--- src/rtl/pipe_stage_reg.sv ---
// Pipeline stage register with valid/ready handshake, synchronous flush and a saturating stall counter.
// Define PIPE_STAGE_SKID_EN to add a skid entry and a registered in_ready; the default build holds one beat.
module pipe_stage_reg #(
  parameter int                    DATA_WIDTH      = 96,
  parameter logic [DATA_WIDTH-1:0] NOP_DATA        = {DATA_WIDTH{1'b0}},
  parameter int                    STALL_CNT_WIDTH = 16
) (
  input  logic                       clk,
  input  logic                       rst,
  input  logic                       flush,
  input  logic                       in_valid,
  output logic                       in_ready,
  input  logic [DATA_WIDTH-1:0]      in_data,
  output logic                       out_valid,
  input  logic                       out_ready,
  output logic [DATA_WIDTH-1:0]      out_data,
  output logic [STALL_CNT_WIDTH-1:0] stall_count
);

  function automatic logic [STALL_CNT_WIDTH-1:0] sat_inc(input logic [STALL_CNT_WIDTH-1:0] v);
    if (&v) return v;
    return v + {{(STALL_CNT_WIDTH-1){1'b0}}, 1'b1};
  endfunction

  logic                       r_valid_p1;
  logic [DATA_WIDTH-1:0]      r_data_p1;
  logic [STALL_CNT_WIDTH-1:0] r_stall_cnt;
  logic                       w_in_fire;
  logic                       w_out_fire;

  assign w_in_fire   = in_valid && in_ready;
  assign w_out_fire  = r_valid_p1 && out_ready;
  assign out_valid   = r_valid_p1;
  assign out_data    = r_data_p1;
  assign stall_count = r_stall_cnt;

`ifdef PIPE_STAGE_SKID_EN
  logic                  r_skid_valid_p1;
  logic [DATA_WIDTH-1:0] r_skid_data_p1;

  // in_ready comes straight from a flop, so out_ready never reaches it combinationally.
  assign in_ready = !r_skid_valid_p1;

  // ---- stage p1: main + skid entries ----
  always_ff @(posedge clk or posedge rst) begin
    if (rst) begin
      r_valid_p1      <= 1'b0;
      r_data_p1       <= NOP_DATA;
      r_skid_valid_p1 <= 1'b0;
    end else if (flush) begin
      r_valid_p1      <= 1'b0;
      r_data_p1       <= NOP_DATA;
      r_skid_valid_p1 <= 1'b0;
    end else if (r_skid_valid_p1) begin
      // Skid only fills behind a valid main entry, so main stays valid while it drains.
      if (out_ready) begin
        r_data_p1       <= r_skid_data_p1;
        r_skid_valid_p1 <= 1'b0;
      end
    end else if (w_in_fire && r_valid_p1 && !out_ready) begin
      r_skid_valid_p1 <= 1'b1;
    end else if (w_in_fire) begin
      r_data_p1  <= in_data;
      r_valid_p1 <= 1'b1;
    end else if (w_out_fire) begin
      r_valid_p1 <= 1'b0;
    end
  end

  always_ff @(posedge clk) begin
    if (!r_skid_valid_p1 && w_in_fire && r_valid_p1 && !out_ready)
      r_skid_data_p1 <= in_data;
  end
`else
  assign in_ready = !r_valid_p1 || out_ready;

  // ---- stage p1: single main entry ----
  always_ff @(posedge clk or posedge rst) begin
    if (rst) begin
      r_valid_p1 <= 1'b0;
      r_data_p1  <= NOP_DATA;
    end else if (flush) begin
      r_valid_p1 <= 1'b0;
      r_data_p1  <= NOP_DATA;
    end else if (w_in_fire) begin
      r_data_p1  <= in_data;
      r_valid_p1 <= 1'b1;
    end else if (w_out_fire) begin
      r_valid_p1 <= 1'b0;
    end
  end
`endif

  // ---- stall counter: survives flush, cleared only by reset ----
  always_ff @(posedge clk or posedge rst) begin
    if (rst)
      r_stall_cnt <= '0;
    else if (r_valid_p1 && !out_ready)
      r_stall_cnt <= sat_inc(r_stall_cnt);
  end

endmodule

--- config.mk ---
export PLATFORM = sky130hd
export DESIGN_NAME = pipe_stage_reg
export DESIGN_NICKNAME = d
export VERILOG_FILES = /design/src/rtl/pipe_stage_reg.sv
export SDC_FILE = /design/constraint.sdc
export NUM_CORES = 1
export LEC_CHECK = 0
export BUFFER_PORTS_ARGS = -buffer_cell sky130_fd_sc_hd__buf_2
export CAP_MARGIN = 20
export CELL_PAD_IN_SITES_DETAIL_PLACEMENT = 0
export CELL_PAD_IN_SITES_GLOBAL_PLACEMENT = 1
export CORE_MARGIN = 2
export CORE_UTILIZATION = 35
export DETAILED_ROUTE_END_ITERATION = 8
export PLACE_DENSITY_LB_ADDON = 0.2
export SYNTH_ARGS = -nofsm -noshare
export SYNTH_HDL_FRONTEND = slang
export SYNTH_SLANG_ARGS = --single-unit
--- constraint.sdc ---
create_clock -name clk -period 4.1 [get_ports clk]
set_input_delay 0.205 -clock clk [delete_from_list [all_inputs] [get_ports clk]]
set_output_delay 0.205 -clock clk [all_outputs]
set_load 0.05 [all_outputs]
==> summary.json, run 1 <==
{
  "regToRegEndpoint": {"value": "out_data[18]"},
  "hold_violations": {"value": 5},
  "firstDrtPassIters": {"value": 4},
  "tritoncts_num_sinks": {"value": 113},
  "buffers_on_ports": {"value": 214},
  "p_switching": {"value": 1040, "unit": "uW"},
  "complex_gate_fraction_of_the_synthesized_area": {"value": 20.8, "unit": "%"},
  "hold_path.class": {"value": "in -> async"},
  "fp.dieW": {"value": 114, "unit": "um"},
  "path_buf_inv": {"value": 2},
  "worst_clock_skew": {"value": 0.00954, "unit": "ns"},
  "status": {"value": "finished with violations"},
  "peak_freq": {"value": 454, "unit": "MHz"},
  "postSynthNetCount": {"value": 394},
  "post_cts_hold_buffer_count": {"value": 0},
  "via_count_of_the_first_global_routing_pass": {"value": 3294},
  "max-clock-path-buffers": {"value": 2},
  "post_synth_and_or_nand_nor_area_fraction": {"value": 5.79, "unit": "%"},
  "area_of_the_die": {"value": 12900, "unit": "um^2"},
  "postRouteAntennaNets": {"value": 0},
  "global_route.peak_usage_layer": {"value": "met2"},
  "worst_ep_required": {"value": 4.43, "unit": "ns"},
  "power.share.sequential": {"value": 38.7, "unit": "%"},
  "chipHeight": {"value": 114, "unit": "um"},
  "rsz0062_at_grt": {"value": "no"},
  "worst_pin_slew": {"value": 1.03, "unit": "ns"},
  "routedWlPerCell": {"value": 16.6, "unit": "um"},
  "max_cap_violations": {"value": 0},
  "power.switching_fraction": {"value": 31.3, "unit": "%"},
  "setup_total_negative_slack": {"value": 0, "unit": "ns"},
  "critical_path.reg2reg.startpoint": {"value": "out_valid"},
  "cts-root-buf": {"value": "sky130_fd_sc_hd__clkbuf_16"},
  "layout-drive-gt1-share": {"value": 49.2, "unit": "%"},
  "number_of_top_level_pins": {"value": 215},
  "netlist-cell-type-count": {"value": 25},
  "clkTransAtPathRegs": {"value": 0.05, "unit": "ns"},
  "syn-cell-area": {"value": 4210, "unit": "um^2"},
  "grt_first_pass_wirelength": {"value": 17.4, "unit": "mm"},
  "path_delay_family": {"value": "simple AND/OR/NAND/NOR gates"},
  "power-per-cell-area": {"value": 548, "unit": "nW/um^2"},
  "power_leakage": {"value": 0.00334, "unit": "uW"},
  "layout_common_cells": {"value": "214 x sky130_fd_sc_hd__buf_2, 113 x sky130_fd_sc_hd__dfrtp_1, 96 x sky130_fd_sc_hd__a22o_1"},
  "worst_setup_path_end_kind": {"value": "register"},
  "cp_slowest_cell": {"value": "sky130_fd_sc_hd__nor2_4"},
  "cp_max_fo": {"value": 53},
  "yosys.area_share.xor_xnor": {"value": 3.12, "unit": "%"},
  "cp.arrival": {"value": 2.53, "unit": "ns"},
  "first_iter_violations": {"value": 180},
  "setup_viol_count_final": {"value": 0},
  "period_needed": {"value": 2.21, "unit": "ns"},
  "criticalPathCategory": {"value": "reg -> reg"},
  "worst-r2r-cell-count": {"value": 6},
  "ys_ff_latch": {"value": 113},
  "gp_routability_congestion": {"value": 0.764},
  "clk-insertion-delay-late": {"value": 0.40, "unit": "ns"},
  "slew_headroom": {"value": 31.0, "unit": "%"},
  "cts_repair_resize_count": {"value": 0},
  "violations": {"value": "negative hold slack"},
  "drt-total-wl": {"value": 11.1, "unit": "mm"},
  "synth_adder_area_share": {"value": 0.297, "unit": "%"},
  "met3_usage": {"value": 6.27, "unit": "%"},
  "hold_ws": {"value": -0.00904, "unit": "ns"},
  "layout.cells.most_common": {"value": "sky130_fd_sc_hd__buf_2"},
  "final_net_count": {"value": 612},
  "utilization": {"value": 50.9, "unit": "%"},
  "cell_breakdown_of_the_critical_path": {"value": "and2b_4, inv_1, nand2_1, nor2_4, buf_12, a22o_1"},
  "timing.final.max_slew_violations": {"value": 0},
  "core_area": {"value": 11900, "unit": "um^2"},
  "power_frac_clock": {"value": 42.0, "unit": "%"},
  "regToRegSetupSlack": {"value": 1.89, "unit": "ns"},
  "peakVddDrop": {"value": 0.000242, "unit": "V"},
  "dpl.hpwl": {"value": 7.51, "unit": "mm"},
  "fillerInstances": {"value": 1040},
  "internal_power": {"value": 2270, "unit": "uW"},
  "critPathLaunchType": {"value": "register"},
  "grt_use_total": {"value": 17.6, "unit": "%"},
  "cts_htree_levels": {"value": 4},
  "gr-usage-met1": {"value": 24.0, "unit": "%"},
  "worst_path_max_stage_delay": {"value": 0.78, "unit": "ns"},
  "fp-row-count": {"value": 40},
  "detailroute.via_count": {"value": 3284},
  "tritoncts": {"value": "yes"},
  "cts_post_setup_buffers_inserted": {"value": 0},
  "average_vias_per_placed_instance": {"value": 4.90},
  "synth_warnings": {"value": 0},
  "fin_area": {"value": 6030, "unit": "um^2"},
  "yosys-mux-area-fraction": {"value": 0.357, "unit": "%"},
  "initial_util": {"value": 35.5, "unit": "%"},
  "synth-seq-area-share": {"value": 67.2, "unit": "%"},
  "grt_max_degree": {"value": 77},
  "drc_errors": {"value": 0},
  "grt.overflow.total": {"value": 0},
  "share_comb_of_total_power": {"value": 19.3, "unit": "%"},
  "netlist_instances": {"value": 292},
  "avgSynthCellArea": {"value": 14.4, "unit": "um^2"},
  "antenna_violations_before_repair": {"value": 1},
  "min_period_over_period": {"value": 53.8, "unit": "%"},
  "dpl-instance-area": {"value": 5450, "unit": "um^2"},
  "synth_top_family_by_area": {"value": "compound AO/OA/AOI/OAI gates"},
  "cts_buffers": {"value": 17},
  "global_route.usage.met2": {"value": 25.4, "unit": "%"},
  "area_delta_synth_final": {"value": 43.3, "unit": "%"},
  "area_of_all_sequential_standard_cells": {"value": 2830, "unit": "um^2"},
  "multi_input_comb_area": {"value": 1290, "unit": "um^2"}
}
## per-layer routing
metal	vias to the layer above	wire [um]
li1	1544	-
met1	1580	4870
met2	143	5160
met3	17	826
met4	0	234
met5	-	0
## flip-flops by register name, summed over array words and instances (netlist names)
signal and flops:
stall_count 16, out_data 96, out_valid 1
## cells by family after synthesis
group,count (synthesis)
compound gates,98
xor+xnor,15
fa+ha+maj,1
buf+inv,24
flops,113
mux,1
simple gates,40
## worst reg2reg max path: stages, from the launching register on
cell and delay [ns]:
sky130_fd_sc_hd__dfrtp_1 0.37, sky130_fd_sc_hd__and2b_4 0.20, sky130_fd_sc_hd__inv_1 0.13, sky130_fd_sc_hd__nand2_1 0.10, sky130_fd_sc_hd__nor2_4 0.78, sky130_fd_sc_hd__buf_12 0.33
sky130_fd_sc_hd__a22o_1 0.22
## stage by stage
| step | std cells | power (uW) | setup slack (ns) |
|---|---|---|---|
| CTS | 668 | 3340 | 1.86 |
| global placement | 637 | 1930 | 1.94 |
| global route | 670 | 3450 | 1.71 |
| floorplan | 292 | 1740 | 0.908 |
| detailed placement | 637 | 1940 | 1.87 |
| finish | 670 | 3310 | 1.89 |
## synth_stat cells
master / instances / area (um^2)
sky130_fd_sc_hd__dfrtp_1: 113 / 2830
sky130_fd_sc_hd__a22o_1: 96 / 841
sky130_fd_sc_hd__buf_2: 10 / 50.1
sky130_fd_sc_hd__clkbuf_1: 10 / 37.5
sky130_fd_sc_hd__xor2_1: 9 / 78.8
sky130_fd_sc_hd__nor2_1: 8 / 30.0
sky130_fd_sc_hd__nand3_1: 6 / 30.0
sky130_fd_sc_hd__xnor2_1: 6 / 52.6
sky130_fd_sc_hd__nand2_1: 5 / 18.8
sky130_fd_sc_hd__nor3_1: 5 / 25.0
sky130_fd_sc_hd__inv_1: 4 / 15.0
sky130_fd_sc_hd__and3_1: 3 / 18.8
sky130_fd_sc_hd__nand4_1: 3 / 18.8
sky130_fd_sc_hd__nor4_1: 3 / 18.8
sky130_fd_sc_hd__a21oi_2: 1 / 8.76
sky130_fd_sc_hd__and2_1: 1 / 6.26
sky130_fd_sc_hd__and2b_4: 1 / 10.0
sky130_fd_sc_hd__ha_1: 1 / 12.5
sky130_fd_sc_hd__mux2_4: 1 / 15.0
sky130_fd_sc_hd__nand3_4: 1 / 17.5
sky130_fd_sc_hd__nand4_2: 1 / 12.5
sky130_fd_sc_hd__nand4_4: 1 / 21.3
sky130_fd_sc_hd__nor4b_1: 1 / 8.76
sky130_fd_sc_hd__o41ai_4: 1 / 27.5
sky130_fd_sc_hd__or4_1: 1 / 7.51
## power by group through the flow
stage | logic [uW] | registers, uW | clock network [uW]
after global placement | 635 | 1300 | 0
after detailed placement | 643 | 1300 | 0
final | 638 | 1280 | 1390
after floorplan | 151 | 1590 | 0
after global routing | 674 | 1290 | 1490
after CTS | 642 | 1280 | 1420
## worst max-delay path by stage
stage                   start           end  cells after the start
finish              out_valid  out_data[18]                      6
global route        out_valid  out_data[80]                      6
detailed placement  out_valid  out_data[18]                      6
floorplan                 rst   out_data[0]                      1
CTS                 out_valid  out_data[18]                      6
global placement    out_ready  out_data[52]                      6
## layout make-up
cell class | instances | share of cell area, %
diodes | 1 | 0.0415
clock buffers | 20 | 7.40
clock inverters | 11 | 1.91
inverters | 4 | 0.290
multi-input cells | 155 | 21.5
flip-flops and latches | 113 | 46.9
well taps | 147 | 3.05
repair buffers | 219 | 19.0
Power figures use the tool's default switching activity.
==> inputs of run 2 (changes only) <==
- CORE_UTILIZATION: 35 -> 31
- clock period: 4.1 -> 1.95 ns (I/O delays scaled with it)
==> run 2 against run 1 <==
Against the previous run: the flow now finishes without violations; total power is 130% higher; via count increased by 15%; worst setup slack lost 1.8 ns; sequential share of layout area decreased by 7.4 points; global-route usage grew 0.20 points; critical endpoint is now stall_count[2].
==> summary.json, run 2 (same netlist as run 1, synthesis figures left out) <==
{
  "max-clock-path-buffers": {"value": 2},
  "postRouteAntennaNets": {"value": 0},
  "gp_routability_congestion": {"value": 0.724},
  "regToRegEndpoint": {"value": "stall_count[2]"},
  "p_switching": {"value": 2260, "unit": "uW"},
  "cts_post_setup_buffers_inserted": {"value": 0},
  "detailroute.via_count": {"value": 3762},
  "cts-root-buf": {"value": "sky130_fd_sc_hd__clkbuf_16"},
  "setup_viol_count_final": {"value": 0},
  "hold_violations": {"value": 0},
  "drc_errors": {"value": 0},
  "path_delay_family": {"value": "simple AND/OR/NAND/NOR gates"},
  "largest_reg_flops": {"value": 96},
  "drt-total-wl": {"value": 12.6, "unit": "mm"},
  "buffers_on_ports": {"value": 214},
  "area_of_the_die": {"value": 14500, "unit": "um^2"},
  "grt_first_pass_wirelength": {"value": 19.9, "unit": "mm"},
  "tritoncts": {"value": "yes"},
  "core_area": {"value": 13200, "unit": "um^2"},
  "power_frac_clock": {"value": 43.6, "unit": "%"},
  "layout-drive-gt1-share": {"value": 42.7, "unit": "%"},
  "power.switching_fraction": {"value": 29.9, "unit": "%"},
  "dpl-instance-area": {"value": 5560, "unit": "um^2"},
  "dpl.hpwl": {"value": 7.59, "unit": "mm"},
  "cp_max_fo": {"value": 8},
  "fp.dieW": {"value": 121, "unit": "um"},
  "peak_freq": {"value": 552, "unit": "MHz"},
  "cp.arrival": {"value": 2.10, "unit": "ns"},
  "cp_slowest_cell": {"value": "sky130_fd_sc_hd__or4_1"},
  "routedWlPerCell": {"value": 15.8, "unit": "um"},
  "timing.final.max_slew_violations": {"value": 0},
  "tritoncts_num_sinks": {"value": 113},
  "grt_max_degree": {"value": 114},
  "worst_setup_path_end_kind": {"value": "register"},
  "power-per-cell-area": {"value": 1050, "unit": "nW/um^2"},
  "hold_path.class": {"value": "in -> reg"},
  "power.share.sequential": {"value": 35.9, "unit": "%"},
  "worst_clock_skew": {"value": 0.00674, "unit": "ns"},
  "criticalPathCategory": {"value": "reg -> reg"},
  "slew_headroom": {"value": 59.3, "unit": "%"},
  "max_cap_violations": {"value": 0},
  "antenna_cells_inserted": {"value": 0},
  "final_net_count": {"value": 712},
  "first_iter_violations": {"value": 148},
  "critical_path.reg2reg.startpoint": {"value": "stall_count[0]"},
  "clkTransAtPathRegs": {"value": 0.05, "unit": "ns"},
  "worst_path_max_stage_delay": {"value": 0.61, "unit": "ns"},
  "clk-insertion-delay-late": {"value": 0.41, "unit": "ns"},
  "chipHeight": {"value": 121, "unit": "um"},
  "grt_use_total": {"value": 17.8, "unit": "%"},
  "status": {"value": "completed"},
  "peakVddDrop": {"value": 0.000529, "unit": "V"},
  "initial_util": {"value": 31.8, "unit": "%"},
  "period_needed": {"value": 1.81, "unit": "ns"},
  "via_count_of_the_first_global_routing_pass": {"value": 3895},
  "layout_common_cells": {"value": "214 x sky130_fd_sc_hd__buf_2, 108 x sky130_fd_sc_hd__dfrtp_1, 99 x sky130_fd_sc_hd__dlygate4sd3_1"},
  "average_vias_per_placed_instance": {"value": 4.71},
  "cell_breakdown_of_the_critical_path": {"value": "ha_4, nand3_4, or4_1, and3_1, xor2_1"},
  "worst_ep_required": {"value": 2.24, "unit": "ns"},
  "firstDrtPassIters": {"value": 5},
  "antenna_violations_before_repair": {"value": 0},
  "startpoint_of_the_worst_hold_path": {"value": "out_ready"},
  "layout.cells.most_common": {"value": "sky130_fd_sc_hd__buf_2"},
  "cts_buffers": {"value": 17},
  "rsz0062_at_grt": {"value": "no"},
  "fp-row-count": {"value": 42},
  "worst-r2r-cell-count": {"value": 5},
  "worst_pin_slew": {"value": 0.611, "unit": "ns"},
  "power_leakage": {"value": 0.00380, "unit": "uW"},
  "path_buf_inv": {"value": 0},
  "grt.overflow.total": {"value": 0},
  "share_comb_of_total_power": {"value": 20.5, "unit": "%"},
  "cts_htree_levels": {"value": 4},
  "hold_ws": {"value": 0.306, "unit": "ns"},
  "whs_path_depth": {"value": 5},
  "area_delta_synth_final": {"value": 70.6, "unit": "%"},
  "setup_total_negative_slack": {"value": 0, "unit": "ns"},
  "internal_power": {"value": 5280, "unit": "uW"},
  "regToRegSetupSlack": {"value": 0.14, "unit": "ns"},
  "critPathLaunchType": {"value": "register"},
  "min_period_over_period": {"value": 92.8, "unit": "%"},
  "number_of_top_level_pins": {"value": 215},
  "worstSetupStartpoint": {"value": "stall_count[0]"},
  "fin_area": {"value": 7180, "unit": "um^2"},
  "holdPathEnd": {"value": "stall_count[0]"}
}
-- run 2: cell types whose count changed in the layout (fill, tap and decap cells not counted), moves of 2 or more --
cell                            change
sky130_fd_sc_hd__clkbuf_8           +2
sky130_fd_sc_hd__buf_12             +2
sky130_fd_sc_hd__bufinv_16          +2
sky130_fd_sc_hd__dlygate4sd3_1     +99
sky130_fd_sc_hd__dfrtp_2            +5
sky130_fd_sc_hd__dfrtp_1            -5
-- run 2: metal layers --
metal / global-route usage (%) / up-vias / part of all wire (%)
met5: 0 / - / 0
met4: 8.14 / 0 / 1.9
met3: 5.66 / 20 / 6.8
met2: 28.0 / 157 / 49
met1: 22.4 / 1836 / 42
li1: - / 1749 / -
-- run 2: layout make-up --
type	instances	area [um^2]
Sequential cell	113	2830
Tap cell	176	220
Clock inverter	10	156
Fill cell	1167	6060
Multi-Input combinational cell	155	1310
Clock buffer	22	474
Timing Repair Buffer	319	2170
Inverter	4	22.5
-- run 2: how the worst max path moves through the flow --
stage                endpoint  slack (ns)  cells after the start
4_1_cts        stall_count[2]        0.15                      5
5_1_grt        stall_count[2]        0.09                      5
3_3_place_gp   stall_count[2]        0.20                      5
3_5_place_dp   stall_count[2]        0.15                      5
2_1_floorplan  stall_count[2]       0.006                      4
6_report       stall_count[2]        0.14                      5
-- run 2: metrics by stage --
step	power, uW	util [%]	instances	worst slack [ns]
final	7530	54.3	799	0.140
after global placement	4120	42.0	668	0.196
after global routing	7840	54.3	799	0.0928
after floorplan	3690	-	292	0.00582
after CTS	7620	54.3	799	0.145
after detailed placement	4130	42.0	668	0.152
-- run 2: power by group through the flow --
| stage | registers [uW] | clock network, uW | logic, uW |
|---|---|---|---|
| finish | 2710 | 3280 | 1540 |
| global route | 2730 | 3480 | 1620 |
| CTS | 2710 | 3360 | 1550 |
| detailed placement | 2740 | 0 | 1390 |
| global placement | 2730 | 0 | 1390 |
| floorplan | 3360 | 0 | 330 |
-- run 2: what timing repair did --
item	4_1_cts	5_1_grt
gates resized for setup	0	0
endpoints found under the hold margin	210	0
hold buffers	99	0
-- run 2: worst reg2reg max path, cell delays in order, from the launching register on --
cell	delay [ns]
sky130_fd_sc_hd__dfrtp_2	0.43
sky130_fd_sc_hd__ha_4	0.17
sky130_fd_sc_hd__nand3_4	0.13
sky130_fd_sc_hd__or4_1	0.61
sky130_fd_sc_hd__and3_1	0.23
sky130_fd_sc_hd__xor2_1	0.14
==> inputs of run 3 (changes only) <==
- CORE_UTILIZATION: 31 -> 32
- CTS_BUF_LIST: unset -> sky130_fd_sc_hd__clkbuf_4 sky130_fd_sc_hd__clkbuf_8
==> run 3 against run 2 <==
Against the previous run: worst hold slack got worse by 0.0098 ns; sequential power barely moved; worst setup slack gained 0.0057 ns; largest power group is now registers; cell area shrank 3.5%; largest cell class unchanged; global-route usage down 0.12 points.
==> summary.json, run 3 (same netlist as run 1, synthesis figures left out) <==
{
  "tritoncts_num_sinks": {"value": 113},
  "drc_errors": {"value": 0},
  "timing.final.max_slew_violations": {"value": 0},
  "cts_buffers": {"value": 17},
  "worst_pin_slew": {"value": 0.576, "unit": "ns"},
  "power_leakage": {"value": 0.00368, "unit": "uW"},
  "antenna_cells_inserted": {"value": 0},
  "dpl-instance-area": {"value": 5570, "unit": "um^2"},
  "worstSetupStartpoint": {"value": "stall_count[0]"},
  "cts_htree_levels": {"value": 4},
  "area_delta_synth_final": {"value": 64.6, "unit": "%"},
  "setup_viol_count_final": {"value": 0},
  "dpl.hpwl": {"value": 7.50, "unit": "mm"},
  "grt_max_degree": {"value": 70},
  "number_of_top_level_pins": {"value": 215},
  "timing.final.ws_setup": {"value": 0.146, "unit": "ns"},
  "fp-row-count": {"value": 41},
  "layout-drive-gt1-share": {"value": 43.1, "unit": "%"},
  "peakVddDrop": {"value": 0.000422, "unit": "V"},
  "routedWlPerCell": {"value": 15.8, "unit": "um"},
  "detailroute.via_count": {"value": 3737},
  "grt_use_total": {"value": 17.7, "unit": "%"},
  "layout.cells.most_common": {"value": "sky130_fd_sc_hd__buf_2"},
  "cp.arrival": {"value": 2.10, "unit": "ns"},
  "min_period_over_period": {"value": 92.5, "unit": "%"},
  "max_cap_violations": {"value": 0},
  "grt.overflow.total": {"value": 0},
  "cts-root-buf": {"value": "sky130_fd_sc_hd__clkbuf_8"},
  "area_of_the_die": {"value": 14100, "unit": "um^2"},
  "worst_path_max_stage_delay": {"value": 0.60, "unit": "ns"},
  "criticalPathCategory": {"value": "reg -> reg"},
  "startpoint_of_the_worst_hold_path": {"value": "out_ready"},
  "clk-insertion-delay-late": {"value": 0.42, "unit": "ns"},
  "clkTransAtPathRegs": {"value": 0.07, "unit": "ns"},
  "status": {"value": "completed"},
  "critical_path.reg2reg.startpoint": {"value": "stall_count[0]"},
  "peak_freq": {"value": 554, "unit": "MHz"},
  "slew_headroom": {"value": 61.6, "unit": "%"},
  "worst_ep_required": {"value": 2.25, "unit": "ns"},
  "antenna_violations_before_repair": {"value": 0},
  "postRouteAntennaNets": {"value": 0},
  "final_net_count": {"value": 713},
  "buffers_on_ports": {"value": 214},
  "worst_setup_path_end_kind": {"value": "register"},
  "initial_util": {"value": 33.1, "unit": "%"},
  "core_area": {"value": 12700, "unit": "um^2"},
  "drt-total-wl": {"value": 12.6, "unit": "mm"},
  "max-clock-path-buffers": {"value": 2},
  "cp_max_fo": {"value": 8},
  "critPathLaunchType": {"value": "register"},
  "fin_area": {"value": 6930, "unit": "um^2"},
  "grt_first_pass_wirelength": {"value": 19.6, "unit": "mm"},
  "power-per-cell-area": {"value": 917, "unit": "nW/um^2"},
  "hold_path.class": {"value": "in -> reg"},
  "place_ws": {"value": 0.147, "unit": "ns"},
  "tritoncts": {"value": "yes"},
  "first_iter_violations": {"value": 230},
  "setup_total_negative_slack": {"value": 0, "unit": "ns"},
  "average_vias_per_placed_instance": {"value": 4.69},
  "largest_reg_flops": {"value": 96},
  "fp.dieW": {"value": 119, "unit": "um"},
  "period_needed": {"value": 1.80, "unit": "ns"},
  "cts_post_setup_buffers_inserted": {"value": 0},
  "via_count_of_the_first_global_routing_pass": {"value": 3788},
  "total_power": {"value": 6350, "unit": "uW"},
  "layout_common_cells": {"value": "214 x sky130_fd_sc_hd__buf_2, 108 x sky130_fd_sc_hd__dfrtp_1, 99 x sky130_fd_sc_hd__dlygate4sd3_1"},
  "hold_violations": {"value": 0},
  "rsz0062_at_grt": {"value": "no"},
  "worst_clock_skew": {"value": 0.0115, "unit": "ns"},
  "chipHeight": {"value": 119, "unit": "um"},
  "cp_slowest_cell": {"value": "sky130_fd_sc_hd__or4_1"},
  "gp_routability_congestion": {"value": 0.759},
  "firstDrtPassIters": {"value": 4},
  "cell_breakdown_of_the_critical_path": {"value": "ha_4, nand3_4, or4_1, and3_1, xor2_1"}
}
## run 3: area by class of cell
type | count | area [um^2]
sequential | 113 | 2830
inverter | 4 | 22.5
tap | 172 | 215
clock inverter | 12 | 118
timing repair buffer | 320 | 2180
clock buffer | 20 | 256
multi-input combinational | 155 | 1310
fill | 1141 | 5790
## run 3: what timing repair did
item | 4_1_cts | 5_1_grt
resized for setup | 0 | 0
endpoints found under the hold margin | 210 | 0
hold buffers | 99 | 0
## run 3: critical path: cells and delay by family, from the launching register on
family | cells | cell delay, ns
XOR/XNOR | 1 | 0.13
adder cells (fa/ha/maj) | 1 | 0.16
flip-flops | 1 | 0.43
AND/OR/NAND/NOR | 3 | 0.95
## run 3: worst paths after layout
check / depth (start not counted) / end / slack (ns)
max in group asynchronous: 4 / out_valid / 1.05
min reg2reg: 1 / out_data[76] / 0.50
min: 5 / stall_count[0] / 0.30
max reg2reg: 5 / stall_count[2] / 0.15
min in group asynchronous: 4 / out_data[53] / 0.36
max: 5 / stall_count[2] / 0.15
## run 3: layer usage
layer  global-route usage, %  up-vias  share of wire, %
met1                    22.3     1814                43
li1                        -     1740                 -
met3                    5.74       25               6.5
met2                    28.1      158                48
met5                       0        -                 0
met4                    6.85        0               2.2
## run 3: where the power goes
| group | internal, uW | switching (uW) | total, uW |
|---|---|---|---|
| registers | 2530 | 173 | 2700 |
| clock network | 1160 | 955 | 2110 |
| logic | 517 | 1020 | 1540 |
## run 3: metrics by stage
stage | instances | hold WS, ns | utilization (%)
floorplan | 292 | 0.160 | -
finish | 796 | 0.296 | 54.5
global placement | 665 | 0.249 | 43.7
detailed placement | 665 | 0.244 | 43.7
global route | 796 | 0.292 | 54.5
CTS | 796 | 0.269 | 54.5
